### src/rtl/c880_tb_pkg.sv
// c880_tb_pkg: shared widths, LFSR taps and generator state encoding for the c880 bench
package c880_tb_pkg;
  localparam int C880_VEC_WIDTH = 60;
  localparam int C880_OUT_WIDTH = 26;
  localparam logic [C880_VEC_WIDTH-1:0] TAP_MASK = 60'hC00_0000_0000_0000;
  typedef enum logic [1:0] {IDLE, RUN, DONE} gen_state_t;
endpackage

### src/rtl/lfsr_step.sv
// lfsr_step: one Fibonacci shift-left step of a width/tap-parameterised LFSR
module lfsr_step #(
  parameter int W = 60,
  parameter logic [W-1:0] TAPS = '1
) (
  input  logic [W-1:0] cur,
  output logic [W-1:0] nxt
);
  assign nxt = {cur[W-2:0], ^(cur & TAPS)};
endmodule

### src/rtl/c880_vec_gen.sv
// c880_vec_gen: seedable LFSR vector source for c880 with valid/ready delivery and run count
module c880_vec_gen
  import c880_tb_pkg::*;
#(
  parameter int VEC_WIDTH = C880_VEC_WIDTH,
  parameter int VEC_COUNT = 64,
  parameter logic [VEC_WIDTH-1:0] SEED = 60'h000000000000001,
  parameter logic [VEC_WIDTH-1:0] TAPS = TAP_MASK
) (
  input  logic                         clk,
  input  logic                         rst,
  input  logic                         start,
  input  logic                         abort,
  input  logic [VEC_WIDTH-1:0]         seed_in,
  input  logic                         vec_ready,
  output logic [VEC_WIDTH-1:0]         vec,
  output logic                         vec_valid,
  output logic [$clog2(VEC_COUNT)-1:0] vec_idx,
  output logic                         busy,
  output logic                         done
);
  localparam int IW = $clog2(VEC_COUNT);
  localparam logic [IW-1:0] LAST = IW'(VEC_COUNT - 1);
  gen_state_t state;
  logic [VEC_WIDTH-1:0] lfsr, lfsr_nxt, seed;
  assign seed = (seed_in == '0) ? SEED : seed_in;
  lfsr_step #(.W(VEC_WIDTH), .TAPS(TAPS)) u_step (.cur(lfsr), .nxt(lfsr_nxt));
  always_ff @(posedge clk or posedge rst) begin
    if (rst) begin
      state     <= IDLE;
      lfsr      <= SEED;
      vec       <= '0;
      vec_valid <= 1'b0;
      vec_idx   <= '0;
      busy      <= 1'b0;
      done      <= 1'b0;
    end else if (abort) begin
      state     <= IDLE;
      vec_valid <= 1'b0;
      vec_idx   <= '0;
      busy      <= 1'b0;
      done      <= 1'b0;
    end else if (state != RUN) begin
      if (start) begin
        state     <= RUN;
        lfsr      <= seed;
        vec       <= seed;
        vec_valid <= 1'b1;
        vec_idx   <= '0;
        busy      <= 1'b1;
        done      <= 1'b0;
      end
    end else if (vec_valid && vec_ready) begin
      if (vec_idx == LAST) begin
        state     <= DONE;
        vec_valid <= 1'b0;
        busy      <= 1'b0;
        done      <= 1'b1;
      end else begin
        lfsr    <= lfsr_nxt;
        vec     <= lfsr_nxt;
        vec_idx <= vec_idx + 1'b1;
      end
    end
  end
endmodule

### config.mk
export PLATFORM = sky130hd
export DESIGN_NAME = c880_vec_gen
export DESIGN_NICKNAME = d
export VERILOG_FILES = /design/src/rtl/c880_tb_pkg.sv /design/src/rtl/lfsr_step.sv /design/src/rtl/c880_vec_gen.sv
export SDC_FILE = /design/constraint.sdc
export NUM_CORES = 1
export LEC_CHECK = 0
export CORE_ASPECT_RATIO = 1.25
export CORE_MARGIN = 5
export CORE_UTILIZATION = 45
export CTS_CLUSTER_DIAMETER = 30
export DETAILED_ROUTE_END_ITERATION = 12
export PLACE_DENSITY = 0.85
export SYNTH_ARGS = -nofsm -noshare
export SYNTH_HDL_FRONTEND = slang
export SYNTH_HIERARCHICAL = 1
export SYNTH_SLANG_ARGS = --single-unit
### constraint.sdc
create_clock -name clk -period 2.3 [get_ports clk]
set_input_delay 0.23 -clock clk [delete_from_list [all_inputs] [get_ports clk]]
set_output_delay 0.23 -clock clk [all_outputs]
set_load 0.03 [all_outputs]
==> metrics.md, run 1 <==
| Metric | Value |
|---|---|
| Max cap viols | 0 |
| Synth unique cells | 36 |
| DR WL/cell | 16.1 microns |
| Max Clk Rate | 0.448 GHz |
| Syn. warnings | 6 |
| Fin worst setup slack | 68.4 ps |
| Clk sink count | 69 |
| Die Height | 122 microns |
| Htree depth | 3 |
| Number of hold violations in the final report | 0 |
| Worst Hold Margin | 259 ps |
| Top-area cell type share of the netlist area | 37.4% |
| Layout cells sized above 1 | 15.8% |
| Worst Hold Class | primary input to asynchronous set/reset pin |
| Power Total | 4.99 mW |
| Clock slew seen by the registers of the worst setup and hold paths | 50 ps |
| Net load switching power | 1.76 mW |
| Logic pwr share | 39.3% |
| Num rows | 41 |
| Type of element capturing the critical path | register |
| Clock group share of total power | 25.3% |
| Clock Path Buffers | 2 |
| CP max FO | 15 |
| Most frequent cells in the layout | 181 x nand2_1, 133 x clkdlybuf4s50_1, 68 x dfrtp_1 |
| Antenna violations before repair | 0 |
| Worst slack at placement | 71.7 ps |
| Setup TNS | 0 ps |
| I/O Buffers | 133 |
| Status | finished clean |
| Leading area contributor after synthesis | dfrtp_1 |
| Synthesized instance count | 521 |
| Sw frac | 35.2% |
| Slew @ Worst Pin | 619 ps |
| Vias | 3364 |
| #FFs+latches synth | 69 |
| P_int | 3.23 mW |
| Die X | 99.9 microns |
| Total gr overflow | 0 |
| First-pass GRT wire length | 17200 microns |
| CTS root buffer | clkbuf_16 |
| CTS Hold Bufs | 0 |
| Synth-to-layout area growth | 21.0% |
| Lkg Pwr | 2.46 nW |
| Synth Cell Area | 4540 sq um |
| WP data required | 2490 ps |
| Initial DRC Count | 149 |
| Via density | 5.00 |
| Fin. max-slew vios | 0 |
| Vias in the first global route | 3505 |
| Pin count of the biggest net entering global routing | 61 |
| CP Class | register to register |
| PD cells | 908 nW/um^2 |
| Syn_area_per_cell | 8.72 sq um |
| VDD IR-drop max | 0.517 mV |
| Worst rel slew slack | 57.7% |
| Commonest non-fill, non-tap cell in the layout | nand2_1 |
| Top cells by area, synth | dfrtp_1 37%, buf_4 20%, nand2_1 15%, mux2_2 12%, mux2_1 2.5% |
| I/O pins | 134 |
| Final period utilization | 97.0% |
| Mapped Nets | 587 |
| Fin crit period | 2230 ps |
| RSZ-0062 raised after global routing | no |
| Worst Clk Skew | 4.47 ps |
| First-pass DRT Iterations | 4 |
| Seq/Total Area, Yosys | 38.0% |
| CTS tree | done |
| Fillers | 908 |
| Clock Latency Late Sink | 310 ps |
| Final setup fails | 0 |
| Drt drc | 0 |
| CTS buffer count | 9 |
| Hpwl dp | 7980 microns |
| GRT Total Usage | 17.5% |
| Die Area | 12200 sq um |
| Flop pwr share | 35.4% |
| Data arrival, critical path | 2430 ps |
| Core area | 10000 sq um |
| WL final | 10800 microns |
| Initial Util | 45.4% |
| Kind of start point of the critical path | register |
| Routed Antenna Nets | 0 |
| Fin nets | 606 |
| ANT cells | 0 |
| GPL Wtd Cong | 0.834 |
[synthesized netlist by cell type]
cell type,number
xor2_1,1
o21ba_2,1
buf_4,123
or4_1,1
dfstp_2,1
dfrtp_1,68
clkbuf_1,11
nand2_1,181
nand3b_1,1
a211o_1,1
a211oi_1,3
nor4_1,15
inv_1,3
and3_1,1
ha_1,1
buf_8,1
and2_1,1
nor2_1,4
mux2_1,10
a21oi_4,1
buf_1,3
nor2b_1,2
mux2_2,49
xnor2_1,3
a21o_4,1
o21ai_0,1
nand3_1,6
o31ai_1,2
nand2b_1,3
nand4_1,3
nor3b_1,2
a2111oi_0,2
a21oi_1,7
buf_2,2
nor3_1,5
buf_6,1
[area by class of cell]
type                    count  area, sq um  area share [%]
clock buffers              14          274            4.99
clock inverters             1         5.00          0.0911
inverters                   3         11.3           0.205
multi-input cells         308         1810            32.8
flip-flops and latches     69         1730            31.4
well taps                 129          161            2.94
repair buffers            149         1510            27.5
[power by group through the flow]
stage	combinational (mW)	sequential, mW	clock, mW
4_1_cts	1.97	1.77	1.30
6_report	1.96	1.77	1.26
5_1_grt	2.08	1.81	1.36
3_5_place_dp	1.96	1.78	0
3_3_place_gp	1.92	1.77	0
2_1_floorplan	1.90	1.71	0
[cells by family after synthesis]
logic type / count (synthesis) / synth area share, %
buffers and inverters: 144 / 22.5
muxes: 59 / 14.6
adders and majority gates: 1 / 0.275
and+or+nand+nor: 225 / 20.6
AOI/OAI and AO/OA: 19 / 3.19
xor gates and xnor gates: 4 / 0.771
DFF: 69 / 38.0
[final timing paths]
kind                       cells past startpoint                    from  slack, ps                     end
min in group clk                               1     vec[51]$_DFFE_PP0P_        510     vec[51]$_DFFE_PP0P_
max reg2reg                                    7  vec_idx[0]$_DFFE_PP0P_         70     vec[29]$_DFFE_PP0P_
max                                            7  vec_idx[0]$_DFFE_PP0P_         70     vec[29]$_DFFE_PP0P_
min reg2reg                                    1     vec[51]$_DFFE_PP0P_        510     vec[51]$_DFFE_PP0P_
min                                            2                     rst        260  vec_idx[3]$_DFFE_PP0P_
max in group asynchronous                      3                     rst       1430     vec[29]$_DFFE_PP0P_
[sequential cells by signal (all words and copies together) (netlist names)]
| name | count |
|---|---|
| state | 1 |
| vec_idx | 6 |
| done | 1 |
| lfsr | 1 |
| vec | 60 |
[worst max-delay path: stages (launching register included)]
cell and delay, ps:
dfrtp_1 440, ha_2 250, and3_1 260, a21o_4 260
a21oi_4 210, buf_4 160, clkbuf_16 170, mux2_2 340
[metal layers]
layer,global-route usage (%),wire [microns],vias to the layer above
li1,-,-,1619
met1,20.5,4440,1625
met2,30.5,5540,108
met3,4.60,633,12
met4,6.58,195,0
met5,0,0,-
[metrics by stage]
stage | std cells | utilization (%) | cell area, sq um
5_1_grt | 673 | 54.9 | 5500
3_3_place_gp | 654 | 51.5 | 5150
3_5_place_dp | 654 | 51.5 | 5150
6_report | 673 | 54.9 | 5500
2_1_floorplan | 521 | - | 4540
4_1_cts | 669 | 54.3 | 5430
[what timing repair did]
action	4_1_cts	5_1_grt
setup endpoints to repair	0	52
gates resized for setup	0	1
buffers inserted	0	2
Power figures use the tool's default switching activity.
==> run 2, diff against run 1 <==
SKIP_CTS_REPAIR_TIMING = 1   (was not set)
==> results of run 2 <==
Final layout, timing and power as in run 1 (identical DEF).
==> run 3, diff against run 2 <==
CORE_UTILIZATION = 40   (was 45)
PLACE_DENSITY = 0.77   (was 0.85)
==> metrics.md, run 3 (synthesized netlist as in run 1, its figures left out) <==
| Metric | Value |
|---|---|
| Status | finished clean (unchanged) |
| Layout cells sized above 1 | 15.3% (was 15.8%) |
| CP Class | register to register (unchanged) |
| Number of hold violations in the final report | 0 (unchanged) |
| WP data required | 2510 ps (was 2490 ps) |
| Worst slack at placement | -50.1 ps (was 71.7 ps) |
| I/O Buffers | 133 (unchanged) |
| Data arrival, critical path | 2410 ps (was 2430 ps) |
| Clock Latency Late Sink | 330 ps (was 310 ps) |
| Die Height | 129 microns (was 122 microns) |
| Hpwl dp | 8270 microns (was 7980 microns) |
| Total gr overflow | 0 (unchanged) |
| Number of flip-flops in the largest register | 60 (unchanged) |
| Initial DRC Count | 131 (was 149) |
| Most flops, register | vec (unchanged) |
| CTS tree | done (unchanged) |
| Max Clk Rate | 0.453 GHz (was 0.448 GHz) |
| Core Util, Final | 49.0% (was 54.9%) |
| Final setup fails | 0 (unchanged) |
| Fin worst setup slack | 92.9 ps (was 68.4 ps) |
| Synth-to-layout area growth | 20.2% (was 21.0%) |
| Drt drc | 0 (unchanged) |
| Type of element capturing the critical path | register (unchanged) |
| Initial Util | 40.8% (was 45.4%) |
| CP Cell Sequence | ha_1 > and3_1 > a21o_4 > a21oi_4 > buf_12 > mux2_2 (was ha_2 > and3_1 > a21o_4 > a21oi_4 > buf_4 > clkbuf_16 > mux2_2) |
| Via density | 5.00 (about the same) |
| CTS root buffer | clkbuf_16 (unchanged) |
| Lkg Pwr | 2.44 nW (was 2.46 nW) |
| PD cells | 916 nW/um^2 (was 908 nW/um^2) |
| CP max-delay cell | dfrtp_1 (unchanged) |
| Routed Antenna Nets | 0 (unchanged) |
| Kind of start point of the critical path | register (unchanged) |
| ANT cells | 0 (unchanged) |
| Worst Hold Margin | 293 ps (was 259 ps) |
| CP max FO | 34 (was 15) |
| RSZ-0062 raised after global routing | no (unchanged) |
| Vias | 3382 (was 3364) |
| Fin. max-slew vios | 0 (unchanged) |
| Htree depth | 3 (unchanged) |
| Num rows | 43 (was 41) |
| Dpl cells | 660 (was 654) |
| Worst rel slew slack | 52.6% (was 57.7%) |
| Clock slew seen by the registers of the worst setup and hold paths | 50 ps (about the same) |
| Clock Path Buffers | 2 (unchanged) |
| Top Registers | vec (60), vec_idx (6) (unchanged) |
| Core area | 11100 sq um (was 10000 sq um) |
| Worst Hold Class | primary input to asynchronous set/reset pin (unchanged) |
| Vias in the first global route | 3524 (was 3505) |
| Clk sink count | 69 (unchanged) |
| Worst Clk Skew | 6.92 ps (was 4.47 ps) |
| Fin crit period | 2210 ps (was 2230 ps) |
| Max incr delay on CP | 440 ps (about the same) |
| CTS buffer count | 9 (unchanged) |
| Cell family with most CP delay | compound AO/OA/AOI/OAI gates (unchanged) |
| Most frequent cells in the layout | 181 x nand2_1, 133 x clkdlybuf4s50_1, 68 x dfrtp_1 (unchanged) |
| WP buf/inv | 1 (was 2) |
| Max cap viols | 0 (unchanged) |
| Pin count of the biggest net entering global routing | 70 (was 61) |
| Commonest non-fill, non-tap cell in the layout | nand2_1 (unchanged) |
| WL final | 11100 microns (was 10800 microns) |
| Die X | 105 microns (was 99.9 microns) |
| VDD IR-drop max | 0.389 mV (was 0.517 mV) |
| GPL Wtd Cong | 0.824 (was 0.834) |
| Final period utilization | 96.0% (was 97.0%) |
| I/O pins | 134 (unchanged) |
| Fin nets | 602 (was 606) |
| Antenna violations before repair | 0 (unchanged) |
| GRT Total Usage | 16.6% (was 17.5%) |
| DR WL/cell | 16.4 microns (was 16.1 microns) |
| First-pass GRT wire length | 18000 microns (was 17200 microns) |
| Die Area | 13600 sq um (was 12200 sq um) |
| Slew @ Worst Pin | 693 ps (was 619 ps) |
| Post-Layout Cell Count | 676 (was 673) |
| First-pass DRT Iterations | 4 (unchanged) |
run 3: per-layer routing:
metal	vias to the layer above	routed length, microns	track usage, %	share of wire (%)
met4	0	239	7.18	2.2
met1	1654	4420	19.3	40
met3	15	511	3.24	4.6
li1	1616	-	-	-
met5	-	0	0	0
met2	97	5920	29.8	53
run 3: worst min-delay path: stages:
cell	delay [ps]
clkdlybuf4s50_1	410
inv_2	70
buf_12	310
run 3: layout make-up:
class                           count  area (sq um)
Tap cell                          135           169
Inverter                            3          11.3
Clock inverter                      4          22.5
Clock buffer                       12           256
Multi-Input combinational cell    308          1800
Timing Repair Buffer              145          1470
Fill cell                        1045          5680
Sequential cell                    69          1730
run 3: per-stage QoR:
step	area, sq um	power (mW)	setup TNS (ps)
CTS	5460	5.07	0
global route	5460	5.27	0
finish	5460	5.01	0
detailed placement	5180	3.76	-90.5
floorplan	4540	3.61	0
global placement	5180	3.71	-57.4
run 3: path summary, 6_finish.rpt:
| kind | from | depth (start not counted) | slack [ps] | end |
|---|---|---|---|---|
| min in group clk | vec[52]$_DFFE_PP0P_ | 1 | 510 | vec[52]$_DFFE_PP0P_ |
| setup reg to reg | vec_idx[0]$_DFFE_PP0P_ | 6 | 90 | vec[23]$_DFFE_PP0P_ |
| setup / recovery | vec_idx[0]$_DFFE_PP0P_ | 6 | 90 | vec[23]$_DFFE_PP0P_ |
| hold reg to reg | vec[52]$_DFFE_PP0P_ | 1 | 510 | vec[52]$_DFFE_PP0P_ |
| max in group asynchronous | rst | 3 | 1640 | lfsr[0]$_DFFE_PP1P_ |
| hold / removal | rst | 3 | 290 | vec[22]$_DFFE_PP0P_ |
run 3: report_power, final:
group	internal, mW	switching, mW	leakage [nW]
Sequential	1.51	0.244	0.846
Clock	0.783	0.501	0.138
Combinational	0.902	1.06	1.45
Total	3.20	1.81	2.44
